$ cat config.mk
export PLATFORM = sky130hd
export DESIGN_NAME = fetch_ctrl
export DESIGN_NICKNAME = d
export VERILOG_FILES = /design/src/rtl/fetch_ctrl.sv
export SDC_FILE = /design/constraint.sdc
export NUM_CORES = 1
export LEC_CHECK = 0
export CAP_MARGIN = 5
export CORE_MARGIN = 1.5
export CORE_UTILIZATION = 68
export CTS_CLUSTER_SIZE = 30
export DETAILED_ROUTE_END_ITERATION = 6
export DONT_BUFFER_PORTS = 1
export GPL_TIMING_DRIVEN = 0
export PLACE_DENSITY = 0.83
export SLEW_MARGIN = 20
export SYNTH_ARGS = -nofsm -noshare
export SYNTH_HDL_FRONTEND = slang
export SYNTH_SLANG_ARGS = --single-unit
export TNS_END_PERCENT = 20
$ cat constraint.sdc
create_clock -name clk -period 7.02 [get_ports clk]
set_input_delay 1.404 -clock clk [delete_from_list [all_inputs] [get_ports clk]]
set_output_delay 1.404 -clock clk [all_outputs]
set_load 0.02 [all_outputs]
$ cat src/rtl/fetch_ctrl.sv
// Fetch sequencer: issues one imem request per cycle at the current PC, buffers
// returned instructions for decode, and drops stale responses after a redirect via an epoch bit.
`timescale 1ns/100ps
module fetch_ctrl #(
    parameter int DEPTH = 2
) (
    input  logic        clk,
    input  logic        reset,
    input  logic [31:0] F_pc_current,
    input  logic [1:0]  E_pc_src_sel,
    output logic        F_stall_pc,
    output logic        imem_req_valid,
    input  logic        imem_req_ready,
    output logic [31:0] imem_req_addr,
    input  logic        imem_rsp_valid,
    input  logic [31:0] imem_rsp_data,
    input  logic        D_stall,
    output logic        F_instr_valid,
    output logic [31:0] F_instr,
    output logic [31:0] F_instr_pc
);
    localparam int PW = (DEPTH > 1) ? $clog2(DEPTH) : 1;
    localparam int CW = PW + 1;

    logic                         epoch;

    logic [DEPTH-1:0][31:0]       fl_addr;
    logic [DEPTH-1:0]             fl_ep;
    logic [PW-1:0]                fl_wr, fl_rd;
    logic [CW-1:0]                inflight;

    logic [DEPTH-1:0][31:0]       buf_instr;
    logic [DEPTH-1:0][31:0]       buf_pc;
    logic [PW-1:0]                buf_wr, buf_rd;
    logic [CW-1:0]                buf_cnt;

    logic                         redirect, fire, pop, rsp_keep;
    logic [CW:0]                  credit_use;

    assign redirect      = |E_pc_src_sel;
    assign F_instr_valid = (buf_cnt != '0);
    assign pop           = F_instr_valid & ~D_stall & ~redirect;

    // Credits cover both in-flight and buffered slots, so a response can never
    // find the buffer full; a slot freed by this cycle's pop is reusable at once.
    assign credit_use     = {1'b0, inflight} + {1'b0, buf_cnt} - {{CW{1'b0}}, pop};
    assign imem_req_valid = ~redirect & (credit_use < (CW+1)'(DEPTH));
    assign imem_req_addr  = F_pc_current;
    assign fire           = imem_req_valid & imem_req_ready;
    assign F_stall_pc     = ~(fire | redirect);

    assign rsp_keep   = imem_rsp_valid & (fl_ep[fl_rd] == epoch) & ~redirect;
    assign F_instr    = buf_instr[buf_rd];
    assign F_instr_pc = buf_pc[buf_rd];

    always_ff @(posedge clk or negedge reset) begin
        if (!reset) begin
            epoch    <= 1'b0;
            fl_addr  <= '0;
            fl_ep    <= '0;
            fl_wr    <= '0;
            fl_rd    <= '0;
            inflight <= '0;
        end else begin
            if (fire) begin
                fl_addr[fl_wr] <= F_pc_current;
                fl_ep[fl_wr]   <= epoch;
                fl_wr          <= fl_wr + 1'b1;
            end
            if (imem_rsp_valid)
                fl_rd <= fl_rd + 1'b1;
            inflight <= inflight + CW'(fire) - CW'(imem_rsp_valid);
            if (redirect)
                epoch <= ~epoch;
        end
    end

    // Redirect flushes the buffer outright; in-flight entries drain as discards.
    always_ff @(posedge clk or negedge reset) begin
        if (!reset) begin
            buf_instr <= '0;
            buf_pc    <= '0;
            buf_wr    <= '0;
            buf_rd    <= '0;
            buf_cnt   <= '0;
        end else if (redirect) begin
            buf_wr  <= '0;
            buf_rd  <= '0;
            buf_cnt <= '0;
        end else begin
            if (rsp_keep) begin
                buf_instr[buf_wr] <= imem_rsp_data;
                buf_pc[buf_wr]    <= fl_addr[fl_rd];
                buf_wr            <= buf_wr + 1'b1;
            end
            if (pop)
                buf_rd <= buf_rd + 1'b1;
            buf_cnt <= buf_cnt + CW'(rsp_keep) - CW'(pop);
        end
    end
endmodule
==> metrics, run 1 <==
Routability Congestion=0.726; sequential-to-total area share from yosys stat=0.557; clk root buf=clkbuf_16; busiest grt layer=met2; most frequent cells in the layout=220 x mux2_2, 203 x dfrtp_1, 70 x mux2_1, 33 x buf_4, 21 x clkbuf_16; Synth Register Bits=203; pin count of the biggest net entering global routing=204; Placed Area=0.00934 sq mm; max incr delay on CP=0.40 ns; postcts setup bufs=0; WHS Endpoint=buf_pc[38]$_DFFE_PN0P_; Worst EP arrival=3.35 ns; vias in the first global route=5245; # rows=42; share of layout cells above drive strength 1=0.487; placed wire-length estimate=11100 microns; Die Ht=119 microns; grt met2 use=0.416; initial antenna violation count=0; Worst R2R Setup Slack=3.75 ns; total design power=4240 uW; DRC=0; yosys warns=0; Yosys cell types=29; GR Util met3=0.0589; CTS resizes=0; critical-path cell list=nor4_1 > ha_1 > nand2b_1 > fa_1 > xor2_1 > nand4_1 > and2_1; maximum clock insertion buffer count=3; Antenna Cells=0; commonest non-fill, non-tap cell in the layout=mux2_2; Die X=119 microns; Detailed Route Iter0 Violations=169; Hold Path Class=reg2reg; maxcap violations=0; I/O pin count=170; reg2reg end=fl_addr[38]$_DFFE_PN0P_; Via density=5.88; Final period util=0.677; critical path type=in2out; final setup vio count=0; Mapped Avg Cell Area=15.2 sq um; WP data required=5.62 ns; Hold Path Origin=buf_pc[38]$_DFFE_PN0P_; Hold Crit Depth=1; Least-Margin Pin Slew=0.775 ns; unrepaired setup endpoints after global routing=false; Area Growth Syn to Fin=10.3%; first-pass GRT wire length=26800 microns; Startpoint Class=primary input; R2R depth=10; buffers added on ports=0; GRT overflow=0; clock sink count=203; Mapped Cells=600; leak pwr=0.00487 uW; Antenna Nets Post-Route=0; TritonCTS Buffers=21; met1 global-route usage=0.300; Period minus WS final=4.75 ns; Crit. End Element=output pin; pwr dens=422 mW/mm^2; syn nets=678; CTS tree=built; cts hold-fix bufs=0; initial core utilization=0.692; status=finished clean; CP max stage cell=nor4_1; Max Slew Vio Count=0; routed via count=4783; All-Layer GR Usage=0.240; Clock Latency Late Sink=0.49 ns; wire per inst=20.2 microns; core area=0.0132 sq mm; DP Cell Count=776; setup TNS=0 ns; Hold Slack=0.485 ns; FF-to-FF Start=buf_cnt[0]$_DFF_PN0_; Final Instance Area=0.0101 sq mm; worst relative slew slack=0.483; Pre-Repair DR Iteration Count=4; final hold viol count=0; H-tree depth=1; FMAX=210 MHz; Post-Layout Cell Count=813; cell area after synthesis=0.00912 sq mm; fin nets=701; routed wire length=16400 microns; critical-path maximum fanout=4; clk slew on worst S/H paths=0.06 ns; Final Skew=0.0107 ns; Die ar.=0.0141 sq mm; worst vdd ir=0.289 mV
## critical path: cells and delay by family
kind,cells,cell delay (ns)
and+or+nand+nor,4,1.05
adders and majority gates,2,0.67
xor gates and xnor gates,1,0.22
## cells by family after synthesis
| logic type | share of synthesized area |
|---|---|
| mux | 0.360 |
| flops | 0.557 |
| buf+inv | 0.0487 |
| simple gates | 0.0144 |
| xor+xnor | 0.00947 |
| fa+ha+maj | 0.0104 |
| compound gates | 0.000548 |
## registers in the layout, summed over array words and instances (netlist names), 2 cells and up
register and count:
fl_ep 2, inflight 2, fl_addr 64, buf_pc 64
buf_instr 64, buf_cnt 2
## Yosys cell counts
library cell    n  share of area
buf_6           6         0.0074
nand2b_1        1        0.00069
ha_1            6         0.0082
mux2i_2         1         0.0015
mux2_1         70          0.086
buf_2          13         0.0071
nor4_1          1        0.00069
xor2_2          1         0.0018
or2_1           1        0.00069
nand4_4         1         0.0023
xnor2_1         6         0.0058
a21oi_1         1        0.00055
nand2_1         3         0.0012
clkbuf_1       11         0.0045
or2_2           1        0.00069
buf_4          33          0.027
nor3_1          2         0.0011
fa_1            1         0.0022
xor2_1          2         0.0019
inv_1           6         0.0025
nand4_1         1        0.00069
and3_1          1        0.00069
dfrtp_1       203           0.56
mux2_2        220           0.27
nor2_1          2        0.00082
and2_1          2         0.0014
and4b_1         1         0.0011
nor2_4          1         0.0012
nand3_1         2         0.0011
## through the flow
stage	utilization	setup WS [ns]
3_5_place_dp	0.708	2.27
2_1_floorplan	-	2.49
5_1_grt	0.763	2.14
6_report	0.763	2.27
4_1_cts	0.763	2.27
3_3_place_gp	0.708	2.30
## metal layers
| layer | vias to the layer above | part of all wire |
|---|---|---|
| met5 | - | 0 |
| met4 | 0 | 0.028 |
| met3 | 35 | 0.060 |
| met2 | 136 | 0.51 |
| met1 | 2488 | 0.40 |
| li1 | 2124 | - |
## area by class of cell
cell class | instances | area, sq um
Fill cell | 805 | 3130
Clock inverter | 7 | 113
Sequential cell | 203 | 5080
Buffer | 63 | 422
Inverter | 6 | 22.5
Tap cell | 176 | 220
Clock buffer | 30 | 609
Multi-Input combinational cell | 328 | 3600
## where the power goes
part | internal [uW] | switching, uW | total (uW)
combinational | 636 | 618 | 1250
clock | 712 | 430 | 1140
sequential | 1630 | 219 | 1850
total | 2980 | 1270 | 4240
## how the worst max path moves through the flow
stage / to / from / slack (ns) / cells past startpoint
6_report: F_stall_pc / E_pc_src_sel[1] / 2.27 / 7
5_1_grt: F_stall_pc / E_pc_src_sel[1] / 2.14 / 7
4_1_cts: F_stall_pc / E_pc_src_sel[1] / 2.27 / 7
3_5_place_dp: F_stall_pc / E_pc_src_sel[1] / 2.27 / 7
3_3_place_gp: F_stall_pc / E_pc_src_sel[1] / 2.30 / 7
2_1_floorplan: F_stall_pc / E_pc_src_sel[1] / 2.49 / 7
(Power assumes the default switching activity.)
==> run 2: changes to the inputs <==
Settings changed: ABC_AREA set to 1, CORE_UTILIZATION 68 to 64, PLACE_DENSITY 0.83 to 0.79.
Clock period 7.02 ns to 4.9 ns, I/O delays scaled along.
==> run 2 against run 1 <==
- first-iteration DRC count increased to 3.5 times the previous value
- non-clock buffer count increased by 45
- area after synthesis increased by 4.6%
- utilization decreased by 4.2 points
- flip-flop and latch count unchanged
- cell count increased by 76%
- critical path depth increased by 5
- sequential share of layout area decreased by 2.0 points
- register-to-register slack got worse by 2.1 ns
- die area increased by 11%
- via count increased by 62%
- synthesized cell count increased by 100%
- largest cell class unchanged
- highest routed layer unchanged
==> metrics, run 2 <==
FMAX=235 MHz; final hold viol count=0 (unchanged); Worst EP arrival=3.28 ns (-0.07 ns); critical path type=in2out; syn nets=1287 (+90%); leak pwr=0.00588 uW (+21%); pre-CTS WS=0.672 ns (-1.60 ns); maximum clock insertion buffer count=3 (unchanged); share of the synthesized area in the top cell type=0.532 (-0.0247); CTS tree=built; pin count of the biggest net entering global routing=204 (unchanged); cell area after synthesis=0.00954 sq mm (+4.6%); Antenna Cells=0 (unchanged); share of layout cells above drive strength 1=0.105 (-0.382); Die X=125 microns (+5.3%); Hold Path Class=in2async; Yosys cell types=25 (-14%); yosys warns=0 (unchanged); Area Growth Syn to Fin=9.75%; # rows=44 (+4.8%); Clock Latency Late Sink=0.51 ns (+0.02 ns); buffers added on ports=0 (unchanged); most frequent cells in the layout=624 x nand2_1, 203 x dfrtp_1, 130 x nand3_1, 60 x o21ai_1, 49 x buf_4; placed wire-length estimate=15000 microns (+35%); cell-internal power=3810 uW (+28%); total design power=6090 uW (+43%); Flop pwr share=0.434 (about the same); GRT overflow=0 (unchanged); wire per inst=15.6 microns (-23%); routed via count=7731 (+62%); unrepaired setup endpoints after global routing=false; vias in the first global route=7268 (+39%); WP data required=3.92 ns (-1.70 ns); All-Layer GR Usage=0.287 (+0.0476); Routability Congestion=0.812 (+12%); cell taking the most area after synthesis=dfrtp_1; Pre-Repair DR Iteration Count=5 (+1); Die ar.=0.0157 sq mm (+11%); biggest regs=buf_instr: 64 flops, buf_pc: 64 flops, fl_addr: 64 flops; Synth Register Bits=203 (unchanged); DRC=0 (unchanged); Mapped Avg Cell Area=7.89 sq um (-48%); postcts setup bufs=0 (unchanged); Max Slew Vio Count=0 (unchanged); count leader, synth=nand2_1; clk root buf=clkbuf_16; Antenna Nets Post-Route=0 (unchanged); fin nets=1310 (+87%); initial core utilization=0.657 (-0.0348); Comb power frac=0.303 (+0.008); worst relative slew slack=0.599 (+0.116); sequential-to-total area share from yosys stat=0.532 (-0.0247); status=finished clean; Synth async-reset ratio=1.00 (unchanged); Via density=5.40 (-8.2%); H-tree depth=1 (unchanged); Placed Area=0.00977 sq mm (+4.6%); number of synthesized flops with an enable pin=0 (unchanged); FF-to-FF Start=buf_cnt[1]$_DFF_PN0_; Critical Path Source=E_pc_src_sel[1]; setup TNS=0 ns (unchanged); Period minus WS final=4.26 ns; critical-path maximum fanout=7 (+3); clk slew on worst S/H paths=0.06 ns (about the same); pwr dens=581 mW/mm^2 (+38%); switch share=0.374 (+0.0749); core area=0.0145 sq mm (+10%); Crit. End Element=output pin; Final period util=0.869; commonest non-fill, non-tap cell in the layout=nand2_1; Startpoint Class=primary input; maxcap violations=0 (unchanged); Least-Margin Pin Slew=0.601 ns (-0.174 ns); Post-synth top cells=624 x nand2_1, 203 x dfrtp_1, 130 x nand3_1; I/O pin count=170 (unchanged); final setup vio count=0 (unchanged); Die Ht=125 microns (+5.3%); TritonCTS Buffers=21 (unchanged); routed wire length=22300 microns (+36%); Detailed Route Iter0 Violations=592 (+250%); Final Instance Area=0.0105 sq mm (+4.1%); Final Skew=0.0177 ns (+0.00702 ns); Synth area leaders=dfrtp_1 53%, nand2_1 25%, nand3_1 6.8%, buf_4 3.9%, o21ai_1 3.1%; Main synth FF type=dfrtp_1; NetSw=2270 uW (+79%); cts hold-fix bufs=0 (unchanged); initial antenna violation count=0 (unchanged); clock sink count=203 (unchanged); first-pass GRT wire length=36600 microns (+37%); worst vdd ir=0.334 mV (+15%); Mapped Cells=1209 (+100%); Final Core Density=0.721 (-0.0422); CTS resizes=0 (unchanged); Clock Power Share=0.263 (-0.006); Setup WS post-layout=0.644 ns (-1.63 ns)
[run 2: cell types whose count changed after synthesis, moves of 10 or more]
cell,previous run,this run
nand3_1,2,130
clkbuf_1,11,21
nand2_1,3,624
inv_1,6,47
o21ai_1,0,60
buf_2,13,25
mux2_1,70,0
buf_4,33,49
mux2_2,220,0
[run 2: critical path, stage by stage]
cell,delay [ns]
nor2_4,0.21
inv_1,0.16
nor2_1,0.18
ha_1,0.25
inv_1,0.05
nand2_1,0.06
fa_1,0.54
nand2_2,0.09
nor2_4,0.30
nand2_1,0.24
nand2_1,0.11
inv_1,0.10
[run 2: metrics by stage]
stage | std cells | hold slack (ns)
final | 1431 | 0.167
after global routing | 1431 | 0.158
after CTS | 1431 | 0.161
after detailed placement | 1393 | 0.458
after global placement | 1393 | 0.453
after floorplan | 1209 | 0.442
[run 2: metal layers]
layer / GRT usage / vias up / share of wire
li1: - / 3779 / -
met1: 0.395 / 3672 / 0.43
met2: 0.474 / 246 / 0.48
met3: 0.0496 / 34 / 0.072
met4: 0.0856 / 0 / 0.024
met5: 0 / - / 0
[run 2: cells by family after synthesis]
kind of cell / Yosys count / synth area share
compound gates: 69 / 0.0378
xor+xnor: 7 / 0.00642
fa+ha+maj: 7 / 0.00996
buf+inv: 157 / 0.0909
flops: 203 / 0.532
simple gates: 766 / 0.323
[run 2: worst paths after layout]
kind                                             endpoint  depth (start not counted)  slack [ns]
worst max-delay path                           F_stall_pc                         12        0.64
worst min-delay path            buf_instr[61]$_DFFE_PN0P_                          0        0.17
worst max register to register      inflight[1]$_DFF_PN0_                         15        1.64
worst min register to register   buf_instr[5]$_DFFE_PN0P_                          2        0.47
max in group asynchronous           buf_pc[5]$_DFFE_PN0P_                          0        4.31
min in group clk                 buf_instr[5]$_DFFE_PN0P_                          2        0.47
[run 2: power by group through the flow]
stage / clock, uW / sequential (uW) / combinational [uW]
6_report: 1600 / 2640 / 1850
5_1_grt: 1680 / 2710 / 2070
4_1_cts: 1610 / 2630 / 1850
3_5_place_dp: 0 / 2650 / 1840
3_3_place_gp: 0 / 2620 / 1780
2_1_floorplan: 0 / 2580 / 1470
[run 2: cell type report]
type | instances | area, sq um
fillers | 1204 | 4060
plain buffers | 108 | 681
inverters | 49 | 186
clock inverters | 7 | 67.6
multi-input cells | 849 | 3600
flip-flops and latches | 203 | 5080
clock buffers | 31 | 633
well taps | 184 | 230
==> run 3: changes to the inputs <==
Settings changed: RECOVER_POWER set to 100, REMOVE_ABC_BUFFERS set to 1.
==> run 3 against run 2 <==
- global-route usage is 1.9 points lower
- first-iteration DRC count decreased by 3.7%
- count of clock-buffer cells in the layout is 3 lower
- sequential share of layout area is 2.8 points higher
- wire length down 7.7%
- largest cell class unchanged
- design area is 5.4% lower
- register-to-register slack got worse by 0.85 ns
==> metrics, run 3 (same netlist as run 2, synthesis figures left out) <==
reg2reg end=buf_pc[46]$_DFFE_PN0P_; routed via count=7195 (-6.9%); most frequent cells in the layout=625 x nand2_1, 203 x dfrtp_1, 131 x nand3_1, 65 x o21ai_0, 46 x inv_1; clock sink count=203 (unchanged); commonest non-fill, non-tap cell in the layout=nand2_1; final setup vio count=0 (unchanged); Max Slew Vio Count=0 (unchanged); Startpoint Class=primary input; Area Growth Syn to Fin=3.85%; critical-path maximum fanout=42 (+35); biggest regs=buf_instr: 64 flops, buf_pc: 64 flops, fl_addr: 64 flops; TritonCTS Buffers=21 (unchanged); setup TNS=0 ns (unchanged); CTS tree=built; Antenna Nets Post-Route=0 (unchanged); Comb power frac=0.274 (-0.029); CTS resizes=0 (unchanged); Pre-Repair DR Iteration Count=5 (unchanged); GRT overflow=0 (unchanged); Filler Cells Inserted=1291 (+7.2%); initial core utilization=0.657 (unchanged); unrepaired setup endpoints after global routing=false; Die ar.=0.0157 sq mm (unchanged); status=finished clean; maximum clock insertion buffer count=3 (unchanged); H-tree depth=1 (unchanged); clk slew on worst S/H paths=0.06 ns (about the same); routed wire length=20600 microns (-7.7%); Detailed Route Iter0 Violations=570 (-3.7%); placed wire-length estimate=11500 microns (-23%); Period minus WS final=4.12 ns (-0.132 ns); pwr dens=585 mW/mm^2 (+0.69%); clk root buf=clkbuf_16; leak pwr=0.00552 uW (-6.1%); buffers added on ports=0 (unchanged); Flop pwr share=0.463 (+0.029); WP data required=5.27 ns (+1.35 ns); NetSw=2110 uW (-7.1%); Worst EP arrival=4.50 ns (+1.22 ns); R2R depth=8 (-7); postcts setup bufs=0 (unchanged); fin nets=1210 (-7.6%); worst relative slew slack=0.0560 (-0.543); Crit. End Element=flip-flop; FF-to-FF Start=fl_rd$_DFFE_PN0P_; Final Core Density=0.682 (-0.0387); pin count of the biggest net entering global routing=204 (unchanged); # rows=44 (unchanged); Die Ht=125 microns (unchanged); core area=0.0145 sq mm (unchanged); Final Skew=0.00727 ns (-0.0104 ns); maxcap violations=0 (unchanged); Routability Congestion=0.742 (-8.7%); initial antenna violation count=0 (unchanged); FMAX=243 MHz (+3.2%); Clock Power Share=0.263 (about the same); switch share=0.364 (-0.00943); Die X=125 microns (unchanged); cell-internal power=3690 uW (-3.3%); first-pass GRT wire length=34400 microns (-6.0%); Worst R2R Setup Slack=0.79 ns (-0.85 ns); Via density=5.43 (+0.51%); Final period util=0.842 (-0.0270); Antenna Cells=0 (unchanged); Clock Latency Late Sink=0.49 ns (-0.02 ns); Hold Path Class=in2async; wire per inst=15.5 microns (-0.27%); vias in the first global route=6962 (-4.2%); All-Layer GR Usage=0.268 (-0.0190); cts hold-fix bufs=0 (unchanged); critical path type=in2reg; share of layout cells above drive strength 1=0.0386 (-0.0665); final hold viol count=0 (unchanged); I/O pin count=170 (unchanged); DRC=0 (unchanged); worst vdd ir=0.389 mV (+17%); Least-Margin Pin Slew=1.42 ns (+0.815 ns)
run 3: worst max path at each step:
stage	endpoint	depth (start not counted)	slack (ns)	startpoint
after floorplan	buf_instr[0]$_DFFE_PN0P_	6	-0.39	E_pc_src_sel[1]
after global placement	buf_pc[8]$_DFFE_PN0P_	6	-3.95	E_pc_src_sel[1]
after CTS	F_stall_pc	12	0.75	E_pc_src_sel[1]
after detailed placement	F_stall_pc	12	0.76	E_pc_src_sel[1]
final	fl_addr[19]$_DFFE_PN0P_	12	0.78	E_pc_src_sel[1]
after global routing	fl_addr[19]$_DFFE_PN0P_	13	0.44	E_pc_src_sel[1]
run 3: final cells by class:
class / instances / area [sq um] / share of cell area
clock buffers: 28 / 572 / 0.0577
multi-input cells: 849 / 3590 / 0.362
inverters: 49 / 189 / 0.0191
flip-flops and latches: 203 / 5080 / 0.512
clock inverters: 4 / 70.1 / 0.00707
repair buffers: 8 / 183 / 0.0184
well taps: 184 / 230 / 0.0232
run 3: critical path, cell delays in order:
cell      delay (ns)
nor2_4          0.18
inv_1           0.18
nor2_1          0.21
ha_1            0.25
inv_1           0.06
nand2_1         0.07
fa_1            0.48
nand2_1         0.08
nor2_4          0.24
nand3b_1        0.67
clkbuf_2        0.70
o21ai_0         0.39
run 3: stage by stage:
stage	setup slack, ns	hold slack [ns]	total power [uW]	instance area (sq um)	std cells
after floorplan	-0.393	0.442	3920	8860	1101
after global placement	-3.95	0.453	4240	9090	1285
after detailed placement	0.765	0.458	4350	9350	1293
after CTS	0.745	0.179	5880	9990	1325
after global routing	0.437	0.174	6210	9910	1325
final	0.776	0.185	5800	9910	1325
run 3: power by group through the flow:
stage	registers (uW)	logic [uW]	clock network, uW
2_1_floorplan	2610	1310	0
3_3_place_gp	2670	1560	0
3_5_place_dp	2700	1640	0
4_1_cts	2680	1650	1550
5_1_grt	2770	1820	1620
6_report	2680	1590	1530
run 3: layer usage:
metal	track usage	wire length, microns	vias to the layer above
met5	0	0	-
met4	0.0822	373	0
li1	-	-	3563
met1	0.338	8350	3395
met3	0.0531	1440	26
met2	0.472	10400	211
